### src/rtl/div_op.sv
// rtl/div_op.sv - iterative restoring divider, one quotient bit per clock.
// Define DIV_SIGNED_EN for signed two's-complement division; otherwise operands are unsigned.
module div_op #(
  parameter int WIDTH = 32
) (
  input  logic             clk,
  input  logic             clr,
  input  logic             start,
  input  logic [WIDTH-1:0] A_reg,
  input  logic [WIDTH-1:0] B_reg,
  output logic             busy,
  output logic             done,
  output logic             div_by_zero,
  output logic [WIDTH-1:0] quotient,
  output logic [WIDTH-1:0] remainder
);

  localparam int CW = $clog2(WIDTH + 1);

  typedef enum logic [2:0] {
    S_IDLE,
    S_ITER,
    S_FIX,
    S_ZERO,
    S_DONE
  } state_t;

  state_t           state_q, state_d;
  logic [WIDTH-1:0] dvd_q, dvd_d;
  logic [WIDTH-1:0] dvs_q, dvs_d;
  logic [WIDTH-1:0] part_q, part_d;
  logic [WIDTH-1:0] quo_q, quo_d;
  logic [WIDTH-1:0] rem_q, rem_d;
  logic [CW-1:0]    cnt_q, cnt_d;
  logic             dbz_q, dbz_d;

  logic [WIDTH-1:0] mag_a, mag_b;
  logic [WIDTH-1:0] fix_quo, fix_rem;
  logic [WIDTH:0]   shifted;
  logic [WIDTH-1:0] diff;
  logic             ge;
  logic             accept;

  assign accept = (state_q == S_IDLE) && start;

`ifdef DIV_SIGNED_EN
  logic neg_quo_q, neg_rem_q;

  // Magnitudes are WIDTH-bit unsigned, so the most negative value maps to 2^(WIDTH-1).
  assign mag_a   = A_reg[WIDTH-1] ? -A_reg : A_reg;
  assign mag_b   = B_reg[WIDTH-1] ? -B_reg : B_reg;
  assign fix_quo = neg_quo_q ? -dvd_q : dvd_q;
  assign fix_rem = neg_rem_q ? -part_q : part_q;

  always_ff @(posedge clk or negedge clr) begin
    if (!clr) begin
      neg_quo_q <= 1'b0;
      neg_rem_q <= 1'b0;
    end else if (accept) begin
      neg_quo_q <= A_reg[WIDTH-1] ^ B_reg[WIDTH-1];
      neg_rem_q <= A_reg[WIDTH-1];
    end
  end
`else
  assign mag_a   = A_reg;
  assign mag_b   = B_reg;
  assign fix_quo = dvd_q;
  assign fix_rem = part_q;
`endif

  // Partial remainder stays below the divisor, so WIDTH bits hold it between steps.
  assign shifted = {part_q, dvd_q[WIDTH-1]};
  assign ge      = shifted >= {1'b0, dvs_q};
  assign diff    = shifted[WIDTH-1:0] - dvs_q;

  always_comb begin
    state_d = state_q;
    dvd_d   = dvd_q;
    dvs_d   = dvs_q;
    part_d  = part_q;
    quo_d   = quo_q;
    rem_d   = rem_q;
    cnt_d   = cnt_q;
    dbz_d   = dbz_q;
    case (state_q)
      S_IDLE: begin
        if (start) begin
          dvd_d   = (B_reg == '0) ? A_reg : mag_a;
          dvs_d   = mag_b;
          part_d  = '0;
          cnt_d   = CW'(WIDTH);
          dbz_d   = 1'b0;
          state_d = (B_reg == '0) ? S_ZERO : S_ITER;
        end
      end
      S_ITER: begin
        dvd_d  = {dvd_q[WIDTH-2:0], ge};
        part_d = ge ? diff : shifted[WIDTH-1:0];
        cnt_d  = cnt_q - 1'b1;
        if (cnt_q == CW'(1)) begin
          state_d = S_FIX;
        end
      end
      S_FIX: begin
        quo_d   = fix_quo;
        rem_d   = fix_rem;
        state_d = S_DONE;
      end
      S_ZERO: begin
        quo_d   = '1;
        rem_d   = dvd_q;
        dbz_d   = 1'b1;
        state_d = S_DONE;
      end
      S_DONE: begin
        state_d = S_IDLE;
      end
      default: begin
        state_d = S_IDLE;
      end
    endcase
  end

  always_ff @(posedge clk or negedge clr) begin
    if (!clr) begin
      state_q <= S_IDLE;
      dvd_q   <= '0;
      dvs_q   <= '0;
      part_q  <= '0;
      quo_q   <= '0;
      rem_q   <= '0;
      cnt_q   <= '0;
      dbz_q   <= 1'b0;
    end else begin
      state_q <= state_d;
      dvd_q   <= dvd_d;
      dvs_q   <= dvs_d;
      part_q  <= part_d;
      quo_q   <= quo_d;
      rem_q   <= rem_d;
      cnt_q   <= cnt_d;
      dbz_q   <= dbz_d;
    end
  end

  assign busy        = (state_q == S_ITER) || (state_q == S_FIX);
  assign done        = (state_q == S_DONE);
  assign div_by_zero = dbz_q;
  assign quotient    = quo_q;
  assign remainder   = rem_q;

endmodule

### config.mk
export PLATFORM = sky130hd
export DESIGN_NAME = div_op
export DESIGN_NICKNAME = d
export VERILOG_FILES = /design/src/rtl/div_op.sv
export SDC_FILE = /design/constraint.sdc
export NUM_CORES = 1
export LEC_CHECK = 0
export ABC_AREA = 1
export BUFFER_PORTS_ARGS = -buffer_cell sky130_fd_sc_hd__buf_2
export CAP_MARGIN = 0
export CORE_MARGIN = 8
export CORE_UTILIZATION = 45
export DETAILED_ROUTE_END_ITERATION = 16
export GPL_ROUTABILITY_DRIVEN = 0
export GPL_TIMING_DRIVEN = 1
export HOLD_SLACK_MARGIN = 0.12
export REMOVE_ABC_BUFFERS = 1
export SETUP_SLACK_MARGIN = 0.1
export SYNTH_ARGS = -nofsm -noshare
export SYNTH_HDL_FRONTEND = slang
export SYNTH_SLANG_ARGS = --single-unit
export TNS_END_PERCENT = 10
### constraint.sdc
create_clock -name clk -period 2.8 [get_ports clk]
set_input_delay 0 -clock clk [delete_from_list [all_inputs] [get_ports clk]]
set_output_delay 0 -clock clk [all_outputs]
set_load 0.03 [all_outputs]
Word-level counts from Yosys, hierarchy flattened
Cells that the tools add are included.

cells by class
  mux-type cells = 15
  reductions and logical operators = 11
  add/sub/neg operators = 2
  order comparisons = 1
  equality and inequality tests = 7

operators by type and width
  kind                                                                    count
  32-bit one-hot mux with 2 select lines                                  4
  32-bit two-way mux                                                      3
  33-bit by 32-bit greater-or-equal comparator with 1-bit output          1
  32-bit logical NOT                                                      1
  32-bit subtractor                                                       1
  6-bit one-hot mux with 2 select lines                                   1
  3-bit one-hot mux with 3 select lines                                   1
  2-bit AND reduction                                                     4
  3-bit by 2-bit equality test with 1-bit output (second input constant)  2
  6-bit by 1-bit equality test with 1-bit output (second input constant)  1
  3-bit two-way mux                                                       2
  6-bit two-way mux                                                       1
  2-bit nonzero test                                                      3
  6-bit by 1-bit subtractor with 6-bit output (second input constant)     1
  2-bit inequality test (second input constant)                           2
  3-bit by 1-bit equality test with 1-bit output (second input constant)  1
  3-bit equality test (second input constant)                             1
  3-bit logical NOT                                                       1
  2-bit two-way mux                                                       1
  1-bit one-hot mux with 2 select lines                                   1
  2-bit OR reduction                                                      1
  1-bit logical OR                                                        1
  1-bit two-way mux                                                       1

word-level totals
  logic and storage cells = 44
  input port bits = 67
  bits in registers = 170

Depth between registers and ports, before layout
Gate-level depths: netlist (run 1).

  depth after elaboration = 4
  gate-level depth with buffers = 16
  gate-level depth less buffers = 16

Worst setup path before layout (run 1)
Ideal clock, no wire load.

  kind = register to register
  start point = register part_q[26] (netlist: fix_rem[26])
  end point = register part_q[15] (netlist: fix_rem[15])
  data arrival time = 1,830 ps
  stages on the path, launching flop included = 13
  setup time = 117 ps
  period minus slack after synthesis = 1,947 ps
  required time = 2,683 ps
  path slack = 853 ps
  cells stage by stage = dfrtp_1 -> ha_1 -> nand2_1 -> inv_2 -> nand2_1 -> nand2_1 -> a21oi_1 -> nand2_2 -> nor2_8 -> buf_2 -> nand3_1 -> nand3_1 -> nand2_1

on the way
  cells in the longest elaborated chain, start to end = 3

ends and longest elaborated chain
  item                                                            RTL line  RTL
  start, declared                                                 31        logic [WIDTH-1:0] part_q, part_d;
  start signal, assigned                                          138       part_q <= part_d;
  33-bit by 32-bit greater-or-equal comparator with 1-bit output  73        assign ge = shifted >= {1'b0, dvs_q};
  32-bit two-way mux                                              98        part_d = ge ? diff : shifted[WIDTH-1:0];
  32-bit one-hot mux with 2 select lines                          85        case (state_q)

Every way passes these cells.
A chain may end at the register's enable or synchronous reset.

Final worst setup path (run 1)
  start point = register part_q[12] (netlist: fix_rem[12])
  end point = register part_q[31] (netlist: fix_rem[31])

on the way
  cells in the longest elaborated chain, start to end = 3
  elaborated cells on any way between the ends = 4

ends and longest elaborated chain
  item                                                                                                        RTL line
  32-bit subtractor / 33-bit by 32-bit greater-or-equal comparator with 1-bit output (equally long branches)  74, 73
  32-bit two-way mux *                                                                                        98
  32-bit one-hot mux with 2 select lines *                                                                    85

Every way passes the cells marked *; elsewhere a longest branch is shown, timed or not.

==> reports/metrics.cfg, run 1 <==
[global_routing]
grt_pass1_vias=9061
grtUsageTotal_pct=22.6
grt_pass1_wl_um=48200
grt_overflow=0
grt_max_degree=87
antenna_found_initial=1

[critical_path]
critPathLaunchType=flop
cp-end-kind=flop
arrival_ns=2.80
worstSetupPathType=reg -> reg
path_max_fanout=33
required_ns=3.17

[logic_synthesis]
syn_area_sq_um=9780
ys_warn_count=0
seq_area_frac_synth_pct=43.5
synth_top_cell_by_area=dfrtp_1
synthFlopType=dfrtp_1
ys_types=42
synth_edf_count=0
ys_seq_elements=170
netlist_instances=1321
synth_top_cell_area_share_pct=43.5
synth.area.top_cells=dfrtp_1 43%, nand2_1 16%, inv_1 8.7%
syn_avg_cell_area_sq_um=7.41
async_flop_share_pct=100

[die]
core_area_sq_um=21600
num_rows=54
die_x_um=163
dieArea_sq_um=26700
io_pins=134
floorplan.initialDensity_pct=45.4
die_h_um=163

[detailed_routing]
vias=9056
wl_um=29700
dr.pass1.iters=5
viasPerCell=5.02
drcViolationCount=0
antenna_left=0
wire_per_inst_um=16.5
first_iter_violations=669

[timing]
fmax_ghz=0.411
setup_viol=0
rsz0062_at_grt=no
relSlewSlack_pct=28.3
tightest_slew_ns=1.07
report.final.slew_viol_count=0
finalCriticalPeriod_ns=2.44
fin_skew_ns=0.0104
hold_viol=0
period_share_pct=87.0

[placement]
place_area_sq_um=10700
place_hpwl_um=21500
io_buffers=133

[finish]
seq_area_sq_um=4250
layout-drive-gt1-share_pct=13.9
fin_nets=1611
fin_area_sq_um=12000
syn_to_final_growth_pct=22.9
final_util_pct=55.8
multi_input_area_sq_um=4430
fill_cells=2028

[cts]
cts_buffer_depth=2
clkTransAtPathRegs_ns=0.07
cts_htree_levels=4
cts_root_buf=clkbuf_16
cts_made_buffers=17
cts_tree=done
postCtsSetupRepairBufs=0
cts.sinks=170
insertion_delay_ns=0.43

[run_status]
status=complete, no violations

[pwr]
vdd_drop_max_mv=0.381
cellPowerDensity_nw_per_um2=416
power_leakage_nw=6.55

[worst_hold_path]
hp-class=in -> async

[job]
maxCapViolations=0

[worst max-delay path, stage by stage (launching register included)]
cell and delay [ns]:
dfrtp_1 0.45, ha_1 0.38, nand2_1 0.10, nor2_1 0.25
nand2_1 0.14, nor2_2 0.16, nand3_1 0.11, nand2_2 0.12
nor2_8 0.07, nand2_8 0.22, nand2_2 0.17, nand2_1 0.10
nand2_1 0.05, nand2_1 0.05
[report_power, final]
group	internal, W	switching [W]
clock	0.00120	0.00115
combinational	0.000104	0.0000892
sequential	0.00245	0
total	0.00376	0.00124
[state kept, by name, summed over array words and instances (netlist names)]
signal / cells
dvs_q: 32
state_q: 3
dvd_q: 32
quotient: 32
div_by_zero: 1
remainder: 32
fix_rem: 32
cnt_q: 6
[per-layer routing]
metal  share of wire, %  global-route usage (%)  vias to the layer above
met4                3.3                    8.10                        0
met3                5.8                    4.46                       42
met1                 45                    30.0                     4161
met5                  0                       0                        -
met2                 46                    36.2                      263
li1                   -                       -                     4590
[layout make-up]
| cell class | count | area share (%) |
|---|---|---|
| Clock buffer | 18 | 3.57 |
| Antenna cell | 1 | 0.0208 |
| Clock inverter | 14 | 1.27 |
| Inverter | 238 | 7.43 |
| Timing Repair Buffer | 213 | 12.5 |
| Sequential cell | 170 | 35.4 |
| Multi-Input combinational cell | 869 | 36.9 |
| Tap cell | 280 | 2.91 |
[cells in the mapped netlist, drive strengths merged (5+ instances only)]
cell / count
o211ai: 6
and2: 5
buf: 19
xnor2: 13
a22oi: 6
inv: 238
nor4: 6
nand3: 92
ha: 34
nor3: 5
nand4: 13
nand2: 428
nor2: 85
a21oi: 51
o221ai: 52
o21ai: 56
dfrtp: 170
clkbuf: 25
[metrics by stage]
stage                     setup slack (ns)  TNS (ns)  std cells  power, W  hold WS (ns)
after global placement               0.373         0       1703   0.00262       -0.0326
after detailed placement             0.353         0       1703   0.00262       -0.0350
after floorplan                     -0.350    -18.68       1277   0.00251        -0.296
after global routing                 0.131         0       1803   0.00516         0.183
final                                0.364         0       1803   0.00500         0.146
after CTS                            0.349         0       1802   0.00505         0.153
[placed cells by master (no fill, tap or decap), types with 2 or more instances in the layout]
master           n
clkbuf_16       17
o221ai_1        52
nor2_1          77
nor2_2           6
buf_4            9
clkinvlp_4       2
inv_1          227
nor3_1           4
o21ai_1         12
nand2_2          7
nand3b_1         3
o211ai_1         6
a21oi_1         50
o21a_1           2
and2_1           5
inv_8            7
o21ai_0         44
dlygate4sd3_1   66
nand3_1         91
mux2i_1          2
nand2_1        419
inv_2           11
nand4_1         13
dfrtp_1        170
buf_2          132
buf_12           4
clkinv_8         2
clkinv_4         2
nor4_1           5
a22oi_1          6
o21bai_1         3
xnor2_1         13
ha_1            34
[final timing paths]
path	cells past startpoint	startpoint	slack, ns	to
worst max register to register	13	fix_rem[12]	0.36	fix_rem[31]
worst min register to register	2	div_by_zero	0.47	div_by_zero
worst max-delay path	13	fix_rem[12]	0.36	fix_rem[31]
max in group asynchronous	3	clr	2.15	dvs_q[26]
worst min-delay path	3	clr	0.15	dvs_q[13]
min in group clk	4	A_reg[26]	0.31	dvd_q[26]
[what timing repair did]
action,CTS,global route
setup endpoints to repair,0,0
resized for setup,0,0
hold buffers,67,0
hold endpoints to repair,235,0
[cell families after synthesis]
kind of cell	count (synthesis)	synth area share, %
simple gates	639	27.5
buf+inv	282	11.3
compound gates	179	11.7
flops	170	43.5
fa+ha+maj	35	4.55
xor+xnor	14	1.25
mux	2	0.205
Power figures use the tool's default switching activity.
==> run 2, diff against run 1 <==
==> constraint.sdc (replaced) <==
create_clock -name clk -period 2.8 [get_ports clk]
set_input_delay 0.14 -clock clk [delete_from_list [all_inputs] [get_ports clk]]
set_output_delay 0.14 -clock clk [all_outputs]
set_load 0.03 [all_outputs]
==> reports/metrics.cfg, run 2 (synthesis results as in run 1) <==
[placement]
place_area_sq_um=10700  ; -0.16%
dp_slack_ns=0.312  ; -0.0414 ns
placed_cells=1704  ; +0.059%
place_hpwl_um=21600  ; +0.59%
io_buffers=133  ; unchanged

[cts]
cts_root_buf=clkbuf_16
cts.sinks=170  ; unchanged
cts_buffer_depth=2  ; unchanged
clkTransAtPathRegs_ns=0.07  ; about the same
cts_made_buffers=17  ; unchanged
insertion_delay_ns=0.44  ; about the same
cts_htree_levels=4  ; unchanged
cts_tree=done

[pwr]
cellPowerDensity_nw_per_um2=423  ; +1.8%
fin_total_pwr_w=0.00510  ; +2.1%
vdd_drop_max_mv=0.384  ; +0.78%
power_leakage_nw=6.58  ; +0.50%

[critical_path]
path_max_fanout=37  ; +12%
rr_worst_depth=13  ; unchanged
critPathLaunchType=flop
crit_start=state_q[1]
cp-end-kind=output port
cp_num_buf_inv=3  ; +3
r2r-start=fix_rem[16]
reg2reg_to=fix_rem[5]
critical-path-top-delay-family=buffers and inverters
required_ns=2.66  ; -0.51 ns
worstSetupPathType=reg -> out
path_depth=5  ; -8
crit_path_top_delay_cell=dfrtp_1
reg2reg_slack_ns=0.37  ; about the same
path_cells=nor3_4, buf_4, inv_2, nand2_1, buf_2
arrival_ns=2.37  ; -0.43 ns
critPathMaxStageDelay_ns=0.45  ; about the same

[detailed_routing]
antenna_left=0  ; unchanged
viasPerCell=5.02  ; about the same
first_iter_violations=616  ; -7.9%
wire_per_inst_um=16.4  ; -0.63%
wl_um=29600  ; -0.36%
vias=9073  ; +0.19%
drcViolationCount=0  ; unchanged
dr.pass1.iters=5  ; unchanged

[global_routing]
met1_usage_pct=29.9  ; -0.080 points
met2_usage_pct=36.0  ; -0.19 points
grtUsageTotal_pct=22.5  ; -0.13 points
grt_max_degree=76  ; -13%
grt_pass1_vias=9024  ; -0.41%
antenna_found_initial=1  ; unchanged
grt_pass1_wl_um=47900  ; -0.73%
grt_overflow=0  ; unchanged
grt_use_met3_pct=3.73  ; -0.73 points
grt.busiest_layer=met2

[finish]
layout_common_cells=419 x nand2_1, 227 x inv_1, 170 x dfrtp_1
final_cells=1808  ; +0.28%
layout-drive-gt1-share_pct=14.3  ; +0.41 points
syn_to_final_growth_pct=23.2
fin_area_sq_um=12100  ; +0.28%
final_common_cell=nand2_1
fin_nets=1616  ; +0.31%
fill_cells=2063  ; +1.7%

[job]
maxCapViolations=0  ; unchanged

[timing]
setup_viol=0  ; unchanged
fmax_ghz=0.398  ; -3.1%
finalCriticalPeriod_ns=2.51  ; +0.0781 ns
report.final.slew_viol_count=0  ; unchanged
relSlewSlack_pct=35.2  ; +6.9 points
hold_viol=0  ; unchanged
period_share_pct=89.8  ; +2.8 points
fin_skew_ns=0.0121  ; +0.00165 ns
fin_ws_ns=0.286  ; -0.0781 ns
tightest_slew_ns=0.971  ; -0.104 ns
tns_ns=0  ; unchanged
rsz0062_at_grt=no

[die]
core_area_sq_um=21600  ; unchanged
io_pins=134  ; unchanged
num_rows=54  ; unchanged
die_h_um=163  ; unchanged
floorplan.initialDensity_pct=45.4  ; unchanged
die_x_um=163  ; unchanged
dieArea_sq_um=26700  ; unchanged

[worst_hold_path]
hp-class=in -> async

[run_status]
status=complete, no violations

-- run 2: repair_timing --
item	4_1_cts	5_1_grt
endpoints found under the setup margin	0	5
gates resized for setup	0	1
hold buffers	66	0
hold endpoints to repair	120	0
buffers inserted	0	4
-- run 2: per-layer routing --
metal,vias to the layer above,routed length (um)
met1,4221,13500
met5,-,0
met3,45,1550
met2,221,13600
li1,4586,-
met4,0,911
-- run 2: layout make-up --
type                    count  area [sq um]  share of cell area, %
diodes                      1          2.50                 0.0208
clock buffers              18           439                   3.64
clock inverters            14           178                   1.47
inverters                 238           893                   7.41
multi-input cells         870          4450                   36.9
flip-flops and latches    170          4250                   35.3
well taps                 280           350                   2.91
repair buffers            217          1490                   12.4
-- run 2: where the power goes --
group	internal (W)	total [W]	switching, W
sequential	0.00245	0.00245	0
clock	0.00131	0.00246	0.00115
combinational	0.000101	0.000188	0.0000867
total	0.00386	0.00510	0.00124
-- run 2: worst max-delay path by stage --
stage | to | slack, ns
2_1_floorplan | busy | -0.49
3_3_place_gp | fix_rem[26] | 0.27
3_5_place_dp | fix_rem[26] | 0.31
4_1_cts | fix_rem[27] | 0.28
5_1_grt | busy | 0.12
6_report | busy | 0.29
-- run 2: stage by stage --
stage / util (%) / hold slack [ns]
floorplan: - / -0.156
global placement: 49.8 / 0.160
detailed placement: 49.8 / 0.160
CTS: 55.7 / 0.263
global route: 55.9 / 0.313
finish: 55.9 / 0.254
